[src/rtl/dvp_pattern_gen_if.sv]
// DVP output bus: frame sync, line valid, pixel byte and end-of-frame pulse.
//   master : driven by the pattern generator
//   slave  : consumed by a sink or monitor
interface dvp_pattern_gen_if;
    logic       vsync;
    logic       href;
    logic [7:0] data;
    logic       frame_done;

    modport master (output vsync, output href, output data, output frame_done);
    modport slave  (input  vsync, input  href, input  data, input  frame_done);
endinterface

[src/rtl/dvp_pattern_gen.sv]
// DVP camera emulator: generates vsync/href/data frames carrying one of four
// RGB565 test patterns, high byte first, one byte per clk (emulated pclk).
//   clk         : pixel clock
//   rst         : synchronous active-high reset
//   enable      : start / continue frame generation (checked at frame boundary)
//   pattern     : 0 colour bars, 1 gradient, 2 solid, 3 checker
//   solid_color : RGB565 value for pattern 2
//   dvp         : vsync, href, data, frame_done (all registered)
module dvp_pattern_gen #(
    parameter int unsigned H_ACT   = 1280,
    parameter int unsigned V_ACT   = 720,
    parameter int unsigned H_BLANK = 256,
    parameter int unsigned V_SYNC  = 4,
    parameter int unsigned V_BACK  = 16,
    parameter int unsigned V_FRONT = 4
) (
    input  logic               clk,
    input  logic               rst,
    input  logic               enable,
    input  logic [1:0]         pattern,
    input  logic [15:0]        solid_color,
    dvp_pattern_gen_if.master  dvp
);

    localparam int unsigned LINE_LEN = 2 * H_ACT + H_BLANK;
    localparam int unsigned HREF_LEN = 2 * H_ACT;
    localparam int unsigned BAR_W    = H_ACT / 8;
    localparam int unsigned V_MAX_A  = (V_SYNC > V_BACK) ? V_SYNC : V_BACK;
    localparam int unsigned V_MAX_B  = (V_ACT > V_FRONT) ? V_ACT : V_FRONT;
    localparam int unsigned V_MAX    = (V_MAX_A > V_MAX_B) ? V_MAX_A : V_MAX_B;
    localparam int unsigned HCW      = $clog2(LINE_LEN);
    localparam int unsigned VCW      = $clog2(V_MAX + 1);
    localparam int unsigned XW       = ($clog2(H_ACT) > 6) ? $clog2(H_ACT) : 6;

    typedef enum logic [2:0] {
        IDLE   = 3'd0,
        SYNC   = 3'd1,
        BACK   = 3'd2,
        ACTIVE = 3'd3,
        FRONT  = 3'd4
    } state_t;

    state_t           state_q, state_d;
    logic [HCW-1:0]   hcnt_q, hcnt_d;
    logic [VCW-1:0]   vcnt_q, vcnt_d;
    logic [1:0]       pat_q;
    logic [15:0]      solid_q;

    logic             vsync_d, href_d, frame_done_d;
    logic [7:0]       data_d;

    // Number of lines spent in each non-idle state.
    function automatic int unsigned lines_for(input state_t s);
        case (s)
            SYNC:    return V_SYNC;
            BACK:    return V_BACK;
            ACTIVE:  return V_ACT;
            FRONT:   return V_FRONT;
            default: return 1;
        endcase
    endfunction

    function automatic logic [15:0] bar_color(input logic [2:0] bar);
        case (bar)
            3'd0:    return 16'hFFFF;
            3'd1:    return 16'hFFE0;
            3'd2:    return 16'h07FF;
            3'd3:    return 16'h07E0;
            3'd4:    return 16'hF81F;
            3'd5:    return 16'hF800;
            3'd6:    return 16'h001F;
            default: return 16'h0000;
        endcase
    endfunction

    // State, counters and per-frame pattern latch.
    always_ff @(posedge clk) begin
        if (rst) begin
            state_q <= IDLE;
            hcnt_q  <= '0;
            vcnt_q  <= '0;
            pat_q   <= '0;
            solid_q <= '0;
        end else begin
            state_q <= state_d;
            hcnt_q  <= hcnt_d;
            vcnt_q  <= vcnt_d;
            if (state_d == SYNC && state_q != SYNC) begin
                pat_q   <= pattern;
                solid_q <= solid_color;
            end
        end
    end

    // Next state and counters; vcnt restarts at every state change.
    always_comb begin
        logic line_end;
        logic last_line;
        state_d   = state_q;
        hcnt_d    = hcnt_q;
        vcnt_d    = vcnt_q;
        line_end  = (hcnt_q == HCW'(LINE_LEN - 1));
        last_line = (vcnt_q == VCW'(lines_for(state_q) - 1));
        if (state_q == IDLE) begin
            hcnt_d = '0;
            vcnt_d = '0;
            if (enable) state_d = SYNC;
        end else begin
            hcnt_d = line_end ? '0 : hcnt_q + HCW'(1);
            if (line_end) begin
                if (last_line) begin
                    vcnt_d = '0;
                    case (state_q)
                        SYNC:    state_d = BACK;
                        BACK:    state_d = ACTIVE;
                        ACTIVE:  state_d = FRONT;
                        FRONT:   state_d = enable ? SYNC : IDLE;
                        default: state_d = IDLE;
                    endcase
                end else begin
                    vcnt_d = vcnt_q + VCW'(1);
                end
            end
        end
    end

    // Output decode from the upcoming state so the registered outputs line up
    // with the cycle that state/counters describe.
    always_comb begin
        logic [XW-1:0] x;
        logic          y3;
        logic [2:0]    bar;
        logic [15:0]   pix;
        x            = XW'(hcnt_d >> 1);
        y3           = 1'(32'(vcnt_d) >> 3);
        bar          = 3'(32'(x) / BAR_W);
        pix          = 16'h0000;
        vsync_d      = (state_d == SYNC);
        href_d       = (state_d == ACTIVE) && (hcnt_d < HCW'(HREF_LEN));
        frame_done_d = (state_d == FRONT) && (hcnt_d == HCW'(LINE_LEN - 1))
                       && (vcnt_d == VCW'(V_FRONT - 1));
        case (pat_q)
            2'd0:    pix = bar_color(bar);
            2'd1:    pix = {x[4:0], x[5:0], x[4:0]};
            2'd2:    pix = solid_q;
            default: pix = (x[3] ^ y3) ? 16'hFFFF : 16'h0000;
        endcase
        data_d = href_d ? (hcnt_d[0] ? pix[7:0] : pix[15:8]) : 8'h00;
    end

    // Output registers.
    always_ff @(posedge clk) begin
        if (rst) begin
            dvp.vsync      <= 1'b0;
            dvp.href       <= 1'b0;
            dvp.data       <= 8'h00;
            dvp.frame_done <= 1'b0;
        end else begin
            dvp.vsync      <= vsync_d;
            dvp.href       <= href_d;
            dvp.data       <= data_d;
            dvp.frame_done <= frame_done_d;
        end
    end

endmodule

[src/flat_wrapper.sv]
// flat-port wrapper written by rule: the top's interface ports become plain ports
module dvp_pattern_gen_flat 
#(
    parameter int unsigned H_ACT   = 1280,
    parameter int unsigned V_ACT   = 720,
    parameter int unsigned H_BLANK = 256,
    parameter int unsigned V_SYNC  = 4,
    parameter int unsigned V_BACK  = 16,
    parameter int unsigned V_FRONT = 4
)
  (clk, rst, enable, pattern, solid_color, dvp_vsync, dvp_href, dvp_data, dvp_frame_done);
  dvp_pattern_gen_if dvp_i ();
  input  logic clk;
  input  logic rst;
  input  logic enable;
  input  logic [1:0] pattern;
  input  logic [15:0] solid_color;
  output wire logic [$bits(dvp_i.vsync)-1:0] dvp_vsync;
  output wire logic [$bits(dvp_i.href)-1:0] dvp_href;
  output wire logic [$bits(dvp_i.data)-1:0] dvp_data;
  output wire logic [$bits(dvp_i.frame_done)-1:0] dvp_frame_done;
  assign dvp_vsync = dvp_i.vsync;
  assign dvp_href = dvp_i.href;
  assign dvp_data = dvp_i.data;
  assign dvp_frame_done = dvp_i.frame_done;
  dvp_pattern_gen #(.H_ACT(H_ACT), .V_ACT(V_ACT), .H_BLANK(H_BLANK), .V_SYNC(V_SYNC), .V_BACK(V_BACK), .V_FRONT(V_FRONT)) u_core (.clk(clk), .rst(rst), .enable(enable), .pattern(pattern), .solid_color(solid_color), .dvp(dvp_i));
endmodule
[config.mk]
export PLATFORM = sky130hd
export DESIGN_NAME = dvp_pattern_gen_flat
export DESIGN_NICKNAME = d
export VERILOG_FILES = /design/src/rtl/dvp_pattern_gen_if.sv /design/src/rtl/dvp_pattern_gen.sv /design/src/flat_wrapper.sv
export SDC_FILE = /design/constraint.sdc
export NUM_CORES = 1
export LEC_CHECK = 0
export BUFFER_PORTS_ARGS = -buffer_cell sky130_fd_sc_hd__buf_2
export CAP_MARGIN = 5
export CORE_MARGIN = 1.5
export CORE_UTILIZATION = 25
export DETAILED_ROUTE_END_ITERATION = 10
export GPL_TIMING_DRIVEN = 0
export HOLD_SLACK_MARGIN = 0.1
export PLACE_DENSITY = 0.52
export SETUP_SLACK_MARGIN = 0.15
export SLEW_MARGIN = 20
export SYNTH_ARGS = -nofsm -noshare
export SYNTH_HDL_FRONTEND = slang
export SYNTH_SLANG_ARGS = --single-unit
[constraint.sdc]
create_clock -name clk -period 8.6 [get_ports clk]
set_input_delay 1.72 -clock clk [delete_from_list [all_inputs] [get_ports clk]]
set_output_delay 1.72 -clock clk [all_outputs]
set_load 0.01 [all_outputs]
# == Yosys cells after proc, flatten, opt, wreduce, memory -nomap -nowiden ==
# Cells that the tools add are included.
# W data, S select, Z words.
# totals
ff_bits,54
in_bits,21
output_inout_bits,11
# op_classes
n_addsub,3
div,1
order_cmp,1
eq_ne,20
n_mux,16
bitwise_logic,2
reduce_logical,9
# op_table
cell,count
$pmux W16 S7,1
$pmux W16 S3,1
$div A11 B8 Y32 const B,1
$mux W10,3
$pmux W10 S3,1
$eq A12 B12 Y1 const B,2
$mux W12,2
$mux W16,1
$eq A3 B2 Y1 const B,5
$eq A3 B3 Y1 const B,5
$add A12 B1 Y12 const B,1
$lt A12 B12 Y1 const B,1
$mux W3,4
$pmux W3 S4,1
$add A10 B1 Y10 const B,1
$eq A10 B10 Y1,1
$eq A10 B2 Y1 const B,1
$sub A10 B1 Y10 const B,1
$eq A3 B1 Y1 const B,3
$mux W8,1
$logic_not A3 Y1,2
$logic_and A1 B1 Y1,4
$reduce_or A2 Y1,2
$ne A3 B1 Y1 const B,1
6 further kinds,6

# == Logic depth before layout (Yosys ltp) ==
# Gate-level depths: netlist (run 1).
# logic_depth
word_depth,12
mapped_depth,16

# == Worst setup path before layout (run 1) ==
# OpenSTA, ideal clock, no wires.
# synth_path
path_type,reg-to-reg
startpoint,register u_core.hcnt_q[0]
endpoint,register u_core.dvp.data[1]
setup_time_ns,0.142
arrival_time_ns,3.432
required_time_ns,8.458
slack_ns,5.026
path_stages_with_launch,17
path_buffers,3
synth_period_minus_slack_ns,3.574
path_cell_list,dfxtp_1 -> ha_1 -> buf_2 -> nand2_1 -> or4_4 -> buf_6 -> nand2_1 -> nor3_1 -> ha_1 -> or3_1 -> nor4_1 -> clkbuf_1 -> a41o_1 -> a211oi_1 -> a21boi_1 -> o311ai_4 -> o311ai_1
# synth_between
elab_chain_cells,8
elab_cells_between_ends,26
# synth_rtl
element,line_no,rtl
from (decl),dvp_pattern_gen.sv:44,"logic [HCW-1:0] hcnt_q, hcnt_d;"
from (signal assigned),dvp_pattern_gen.sv:86,hcnt_q <= hcnt_d;
$add A12 B1 Y12 or $eq A12 B12 Y1 (tied branches),"dvp_pattern_gen.sv:109, dvp_pattern_gen.sv:102",
$mux W12,dvp_pattern_gen.sv:109,hcnt_d = line_end ? '0 : hcnt_q + HCW'(1);
$mux W12,dvp_pattern_gen.sv:104,if (state_q == IDLE) begin
$div A11 B8 Y32,dvp_pattern_gen.sv:136,bar = 3'(32'(x) / BAR_W);
$eq A3 B3 Y1 (tied with other cells),dvp_pattern_gen.sv:64,case (bar)
$pmux W16 S7,dvp_pattern_gen.sv:64,
$pmux W16 S3,dvp_pattern_gen.sv:142,case (pat_q)
$mux W8,dvp_pattern_gen.sv:148,data_d = href_d ? (hcnt_d[0] ? pix[7:0] : pix[15:8]) : 8'h00;
to (signal assigned),dvp_pattern_gen.sv:161,dvp.data <= data_d;
to (decl),dvp_pattern_gen_if.sv:10,"modport master (output vsync, output href, output data, output frame_done);"
# Parallel ways exist; a longest one is shown, timed or not.
# A chain may end at the register's enable or synchronous reset.

# == Final worst setup path (run 1) ==
# Same ends and word-level chain as after synthesis.

==> key figures, run 1 <==
Timing
  • Setup TNS: 0 ns
  • RSZ-0062 raised after global routing: no
  • Slew HR: 58.8%
  • Worst Setup Slack, final: 4.34 ns
  • Final Slew Violations: 0
  • FMAX: 234 MHz
  • Crit share post-route: 49.6%
  • Worst Max-Slew Pin Slew: 0.614 ns
  • Clk_skew: 0.00430 ns
  • Final Hold Violating Endpoints: 0
  • Setup-failing EPs final: 0
  • Fin crit period: 4.26 ns

Placement
  • IO Port Bufs: 30
  • DP HPWL: 6800 um
  • Final GP Congestion: 0.886
  • Worst slack at placement: 4.43 ns

Final layout
  • Fin nets: 467
  • Layout cells sized above 1: 14.6%
  • Area growth syn-to-layout: 15.8%
  • Final core utilization: 29.8%
  • FILL cells: 1,390
  • Antenna diode count: 0
  • Register area: 1080 um2
  • Area of the multi-input gates: 2020 um2

Job
  • Maxcap violations: 0

Yosys
  • Top cells by area, synth: dfxtp_1, nor2_1, mux2i_1, nand2_1, xor2_1
  • Mapped Cells: 406
  • Ys async rst share: 0%
  • Number of enable flip-flop cells after synthesis: 0
  • Synthesized Nets: 430
  • Seq/Total Area, Yosys: 33.2%
  • Synth Warn #: 0
  • Share of the synthesized area in the top cell type: 33.2%
  • Dominant cell type by area after synthesis: dfxtp_1
  • Top cells by count, synth: nor2_1, dfxtp_1, nand2_1, mux2i_1, a21oi_1
  • Primary FF master, synth: dfxtp_1
  • Mapped Area: 3260 um2
  • Synthesized area per cell: 8.03 um2
  • Unique masters post-synth: 65
  • Count of state elements after synthesis: 54
  • Top-count cell post-synth: nor2_1

Worst setup path
  • Startpoint types: flip-flop
  • Critical path arrival: 4.42 ns
  • Setup CP Type: reg -> reg
  • Maximum fanout along the worst path: 10
  • WP data required: 8.75 ns
  • Crit. End Element: flip-flop

Global routing
  • Number of global-route vias before repair: 2,911
  • First-pass GRT wire length: 14,800 um
  • Total grt overflow: 0
  • Initial antenna violation count: 0
  • Total track usage: 13.7%
  • Pin count of the biggest net entering global routing: 19

Clocking
  • Skew-Pair Late Insertion Delay: 0.30 ns
  • CTS tree: done
  • Setup Fix Bufs, Post-CTS: 0
  • CTS max path bufs: 2
  • CTS Hold Buffers Added: 0
  • Post_cts resized: 0
  • Clk sinks: 54
  • H-tree depth reported by CTS: 2
  • CTS Buf Count: 5
  • Worst-path clk slew: 0.07 ns
  • Root Buffer Master: clkbuf_16

Min path
  • HP Class: reg -> reg

Route
  • DRT Wirelength: 8870 um
  • Post-route ant nets: 0
  • Via Count: 3,066
  • DR iter-0 viols: 173
  • Post-detailed-route DRC marker count: 0
  • DR WL/cell: 14.4 um
  • Vias per Instance: 4.98
  • 1st-pass router iterations: 5

Floorplanning
  • Die extent in y: 117 um
  • Ports: 32
  • Die ar.: 13,700 um2
  • Initial Utilization: 25.7%
  • Die Width: 117 um
  • Row Count: 41
  • Core Footprint: 12,700 um2

Status
  • Status: completed

Power
  • P_leak: 1.50 nW
  • Maximum VDD drop: 80.0 uV
  • Pwr/cell area: 136 nW/um2
  • Overall Power: 0.515 mW
==> report_power, final <==
part           internal [mW]  switching [mW]
Clock                  0.110          0.0975
Combinational         0.0183          0.0287
Sequential             0.256         0.00419
==> area by class of cell <==
class | instances | area share (%)
flip-flops and latches | 54 | 28.6
inverters | 8 | 0.795
well taps | 172 | 5.70
clock buffers | 5 | 3.31
plain buffers | 26 | 3.41
multi-input cells | 318 | 53.5
repair buffers | 30 | 3.98
clock inverters | 3 | 0.663
==> cells by family (layout without fill, tap and decap cells) <==
logic type | Yosys count | count (layout) | share of synthesized area, %
simple gates | 184 | 184 | 29.1
compound gates | 87 | 87 | 19.0
flops | 54 | 54 | 33.2
buf+inv | 34 | 72 | 4.88
mux | 23 | 23 | 7.10
xor+xnor | 21 | 21 | 5.64
fa+ha+maj | 3 | 3 | 1.15
==> flip-flops by register name, summed over array words and instances (netlist names) <==
| register | flops |
|---|---|
| u_core.pat_q | 2 |
| u_core.state_q | 3 |
| u_core.vcnt_q | 10 |
| u_core.hcnt_q | 12 |
| u_core.dvp.data | 8 |
| u_core.solid_q | 16 |
| u_core.dvp.vsync | 1 |
| u_core.dvp.frame_done | 1 |
| u_core.dvp.href | 1 |
==> cells in the final DEF (no fill, tap or decap), types with 3 or more instances in the layout <==
master,synthesis,routed
clkbuf_1,17,17
xnor2_1,10,10
and2_1,4,4
nor3_1,12,12
or4_1,3,3
or2_2,4,4
nand4_1,4,4
xor2_1,11,11
nand3_1,15,15
buf_6,3,3
a21o_1,4,4
a211o_1,3,3
o21ai_1,7,7
and3_1,7,7
nand2_1,36,36
buf_2,4,34
o21ai_0,16,16
clkbuf_16,0,5
nor4_1,6,6
o21a_1,3,3
nand3b_1,3,3
ha_1,3,3
dfxtp_1,54,54
or3_1,6,6
mux2i_1,22,22
a211oi_1,5,5
nand2b_1,4,4
inv_1,8,8
nor2_1,64,64
a31oi_1,6,6
a21oi_1,18,18
==> per-layer routing <==
layer  share of wire [%]  GRT usage (%)
met1                  50           18.8
met2                  45           21.7
met3                 3.4           2.63
met4                 1.4           4.10
met5                   0              0
==> stage by stage <==
step                      instances  hold WS, ns  cell area (um2)
after floorplan                 406        0.458             3260
after global placement          608        0.483             3620
after detailed placement        608        0.485             3620
after CTS                       616        0.504             3770
after global routing            616        0.530             3770
final                           616        0.500             3770
==> worst paths after layout <==
kind              slack [ns]                from  cells after the start                  to
hold reg to reg         0.50  u_core.solid_q[12]                      2  u_core.solid_q[12]
hold / removal          0.50  u_core.solid_q[12]                      2  u_core.solid_q[12]
setup / recovery        4.34    u_core.hcnt_q[0]                     16  u_core.dvp.data[1]
setup reg to reg        4.34    u_core.hcnt_q[0]                     16  u_core.dvp.data[1]
==> worst max-delay path: stages, from the launching register on <==
cell and delay [ns]:
dfxtp_1 0.43, ha_1 0.17, buf_2 0.21, nand2_1 0.18, or4_4 0.52, buf_6 0.15
nand2_1 0.19, nor3_1 0.10, ha_1 0.19, or3_1 0.36, nor4_1 0.26, clkbuf_1 0.38
a41o_1 0.17, a211oi_1 0.07, a21boi_1 0.20, o311ai_4 0.33, o311ai_1 0.19
Power figures use the tool's default switching activity.
==> run 2: changes to the inputs <==
--- a/config.mk
+++ b/config.mk
@@ -12,7 +12,7 @@
 export DETAILED_ROUTE_END_ITERATION = 10
 export GPL_TIMING_DRIVEN = 0
 export HOLD_SLACK_MARGIN = 0.1
-export PLACE_DENSITY = 0.52
+export PLACE_DENSITY = 0.54
 export SETUP_SLACK_MARGIN = 0.15
 export SLEW_MARGIN = 20
 export SYNTH_ARGS = -nofsm -noshare
==> constraint.sdc (replaced) <==
create_clock -name clk -period 3.4 [get_ports clk]
set_input_delay 0.68 -clock clk [delete_from_list [all_inputs] [get_ports clk]]
set_output_delay 0.68 -clock clk [all_outputs]
set_load 0.01 [all_outputs]
==> run 2 against run 1 <==
Final area is 15% higher. Critical path depth is 1 lower. Clock skew is 0.0012 ns higher. Die area stayed put. Worst setup slack worse by 4.3 ns.
==> key figures, run 2 (synthesized netlist as in run 1, its figures left out) <==
Status
  • Status: completed

Route
  • Post-detailed-route DRC marker count: 0
  • Vias per Instance: 5.07
  • DR iter-0 viols: 114
  • 1st-pass router iterations: 4
  • DRT Wirelength: 9760 um
  • Via Count: 3,273
  • DR WL/cell: 15.1 um
  • Post-route ant nets: 0

Floorplanning
  • Die ar.: 13,700 um2
  • Initial Utilization: 25.7%
  • Core Footprint: 12,700 um2
  • Die Width: 117 um
  • Ports: 32
  • Row Count: 41
  • Die extent in y: 117 um

Min path
  • HP Class: reg -> reg
  • Hold depth: 2
  • Worst Hold End: u_core.vcnt_q[1]
  • Worst hold start: u_core.vcnt_q[1]

Power
  • P_leak: 1.75 nW
  • Pwr/cell area: 312 nW/um2
  • Switching Fraction: 23.6%
  • P_int: 1.03 mW
  • Sw Pwr: 0.320 mW
  • Clock share of power: 41.6%
  • Sequential power share: 48.3%
  • Gate power share: 10.1%
  • Maximum VDD drop: 208 uV

Clocking
  • Root Buffer Master: clkbuf_16
  • CTS Hold Buffers Added: 0
  • CTS tree: done
  • Clk sinks: 54
  • Skew-Pair Late Insertion Delay: 0.29 ns
  • H-tree depth reported by CTS: 2
  • CTS max path bufs: 2
  • CTS Buf Count: 5
  • Worst-path clk slew: 0.07 ns

Timing
  • Slew HR: 55.1%
  • Crit share post-route: 99.6%
  • Final Hold Violating Endpoints: 0
  • Worst Max-Slew Pin Slew: 0.669 ns
  • RSZ-0062 raised after global routing: yes
  • Setup-failing EPs final: 0
  • Worst Setup Slack, final: 0.0136 ns
  • FMAX: 295 MHz
  • Setup TNS: 0 ns
  • Fin crit period: 3.39 ns
  • Final Slew Violations: 0
  • Clk_skew: 0.00545 ns

Final layout
  • Fin nets: 498
  • Reg with most FFs: u_core.solid_q
  • Max reg flops: 16
  • Top Registers: u_core.solid_q: 16 flops, u_core.hcnt_q: 12 flops, u_core.vcnt_q: 10 flops
  • Layout cells sized above 1: 28.5%
  • Commonest non-fill, non-tap cell in the layout: nor2_1
  • Area growth syn-to-layout: 33.1%
  • Antenna diode count: 0
  • Most frequent cells in the layout: nor2_1, dfxtp_1, nand2_1
  • Design area: 4340 um2

Placement
  • Post-Place Cell Area: 3720 um2
  • Worst slack at placement: -0.615 ns
  • IO Port Bufs: 30
  • Final GP Congestion: 0.926
  • DP HPWL: 6880 um

Global routing
  • First-pass GRT wire length: 16,100 um
  • Total grt overflow: 0
  • Number of global-route vias before repair: 3,256
  • Total track usage: 14.8%
  • Pin count of the biggest net entering global routing: 16
  • Initial antenna violation count: 0

Worst setup path
  • Worst r2r src: u_core.hcnt_q[0]
  • Crit. End Element: flip-flop
  • Critical path arrival: 3.53 ns
  • Startpoint types: flip-flop
  • Reg2Reg Setup Slack: 0.01 ns
  • Reg2reg path depth: 15
  • Maximum fanout along the worst path: 4
  • Reg2reg end: u_core.dvp.data[6]
  • Setup CP Type: reg -> reg
  • WP data required: 3.54 ns

Job
  • Maxcap violations: 0
## run 2: cell count changes in the layout (fill, tap and decap cells not counted), moves of 4 or more
cell / delta
dfxtp_4: +6
nor3_1: -4
dfxtp_1: -7
clkbuf_1: -7
buf_4: +31
clkbuf_4: +4
## run 2: how the worst max path moves through the flow
stage | startpoint | slack (ns) | end
after floorplan | u_core.hcnt_q[0] | 0.11 | u_core.dvp.data[1]
after global placement | u_core.state_q[0] | -0.72 | u_core.dvp.data[1]
after detailed placement | u_core.state_q[0] | -0.62 | u_core.dvp.data[1]
after CTS | u_core.hcnt_q[0] | 0.1 | u_core.dvp.data[1]
after global routing | u_core.hcnt_q[1] | -0.1 | u_core.dvp.data[1]
final | u_core.hcnt_q[0] | 0.01 | u_core.dvp.data[6]
## run 2: final cells by class
type                       instances  area [um2]
fill                            1335        8330
multi-input combinational        319        2260
sequential                        54        1100
timing repair buffer              60         392
tap                              172         215
buffer                            26         169
clock buffer                       7         164
inverter                           8        30.0
## run 2: critical path, stage by stage (launching register included)
cell and delay [ns]:
dfxtp_4 0.37, ha_4 0.14, buf_8 0.11, nand2_8 0.04, or4_4 0.51, buf_6 0.15, nand2_8 0.06, nor3_4 0.05
ha_4 0.25, o31ai_4 0.31, buf_4 0.18, nand3_1 0.08, a2111oi_1 0.36, and4b_2 0.33, o21ai_1 0.19, a31oi_1 0.12
## run 2: layer usage
layer  share of wire, %  vias up  global-route usage, %
li1                   -     1599                      -
met1                 47     1547                   19.6
met2                 45      102                   24.0
met3                5.1       25                   2.83
met4                3.1        0                   5.86
met5                  0        -                      0
## run 2: what timing repair did
| action | CTS | global route |
|---|---|---|
| cloned | 1 | 0 |
| pin swaps | 15 | 14 |
| setup endpoints to repair | 8 | 8 |
| buffers inserted | 24 | 6 |
| gates resized for setup | 34 | 18 |
## run 2: through the flow
stage | hold slack [ns] | total power [mW] | instances | util [%]
floorplan | 0.450 | 0.752 | 406 | -
global placement | 0.479 | 0.793 | 608 | 29.4
detailed placement | 0.489 | 0.795 | 608 | 29.4
CTS | 0.507 | 1.36 | 640 | 33.4
global route | 0.546 | 1.40 | 646 | 34.2
finish | 0.510 | 1.35 | 646 | 34.2
## run 2: power by group through the flow
stage	combinational [mW]	clock [mW]	sequential, mW
3_3_place_gp	0.122	0	0.672
3_5_place_dp	0.123	0	0.672
5_1_grt	0.151	0.595	0.656
2_1_floorplan	0.0839	0	0.668
4_1_cts	0.134	0.570	0.655
6_report	0.137	0.563	0.655
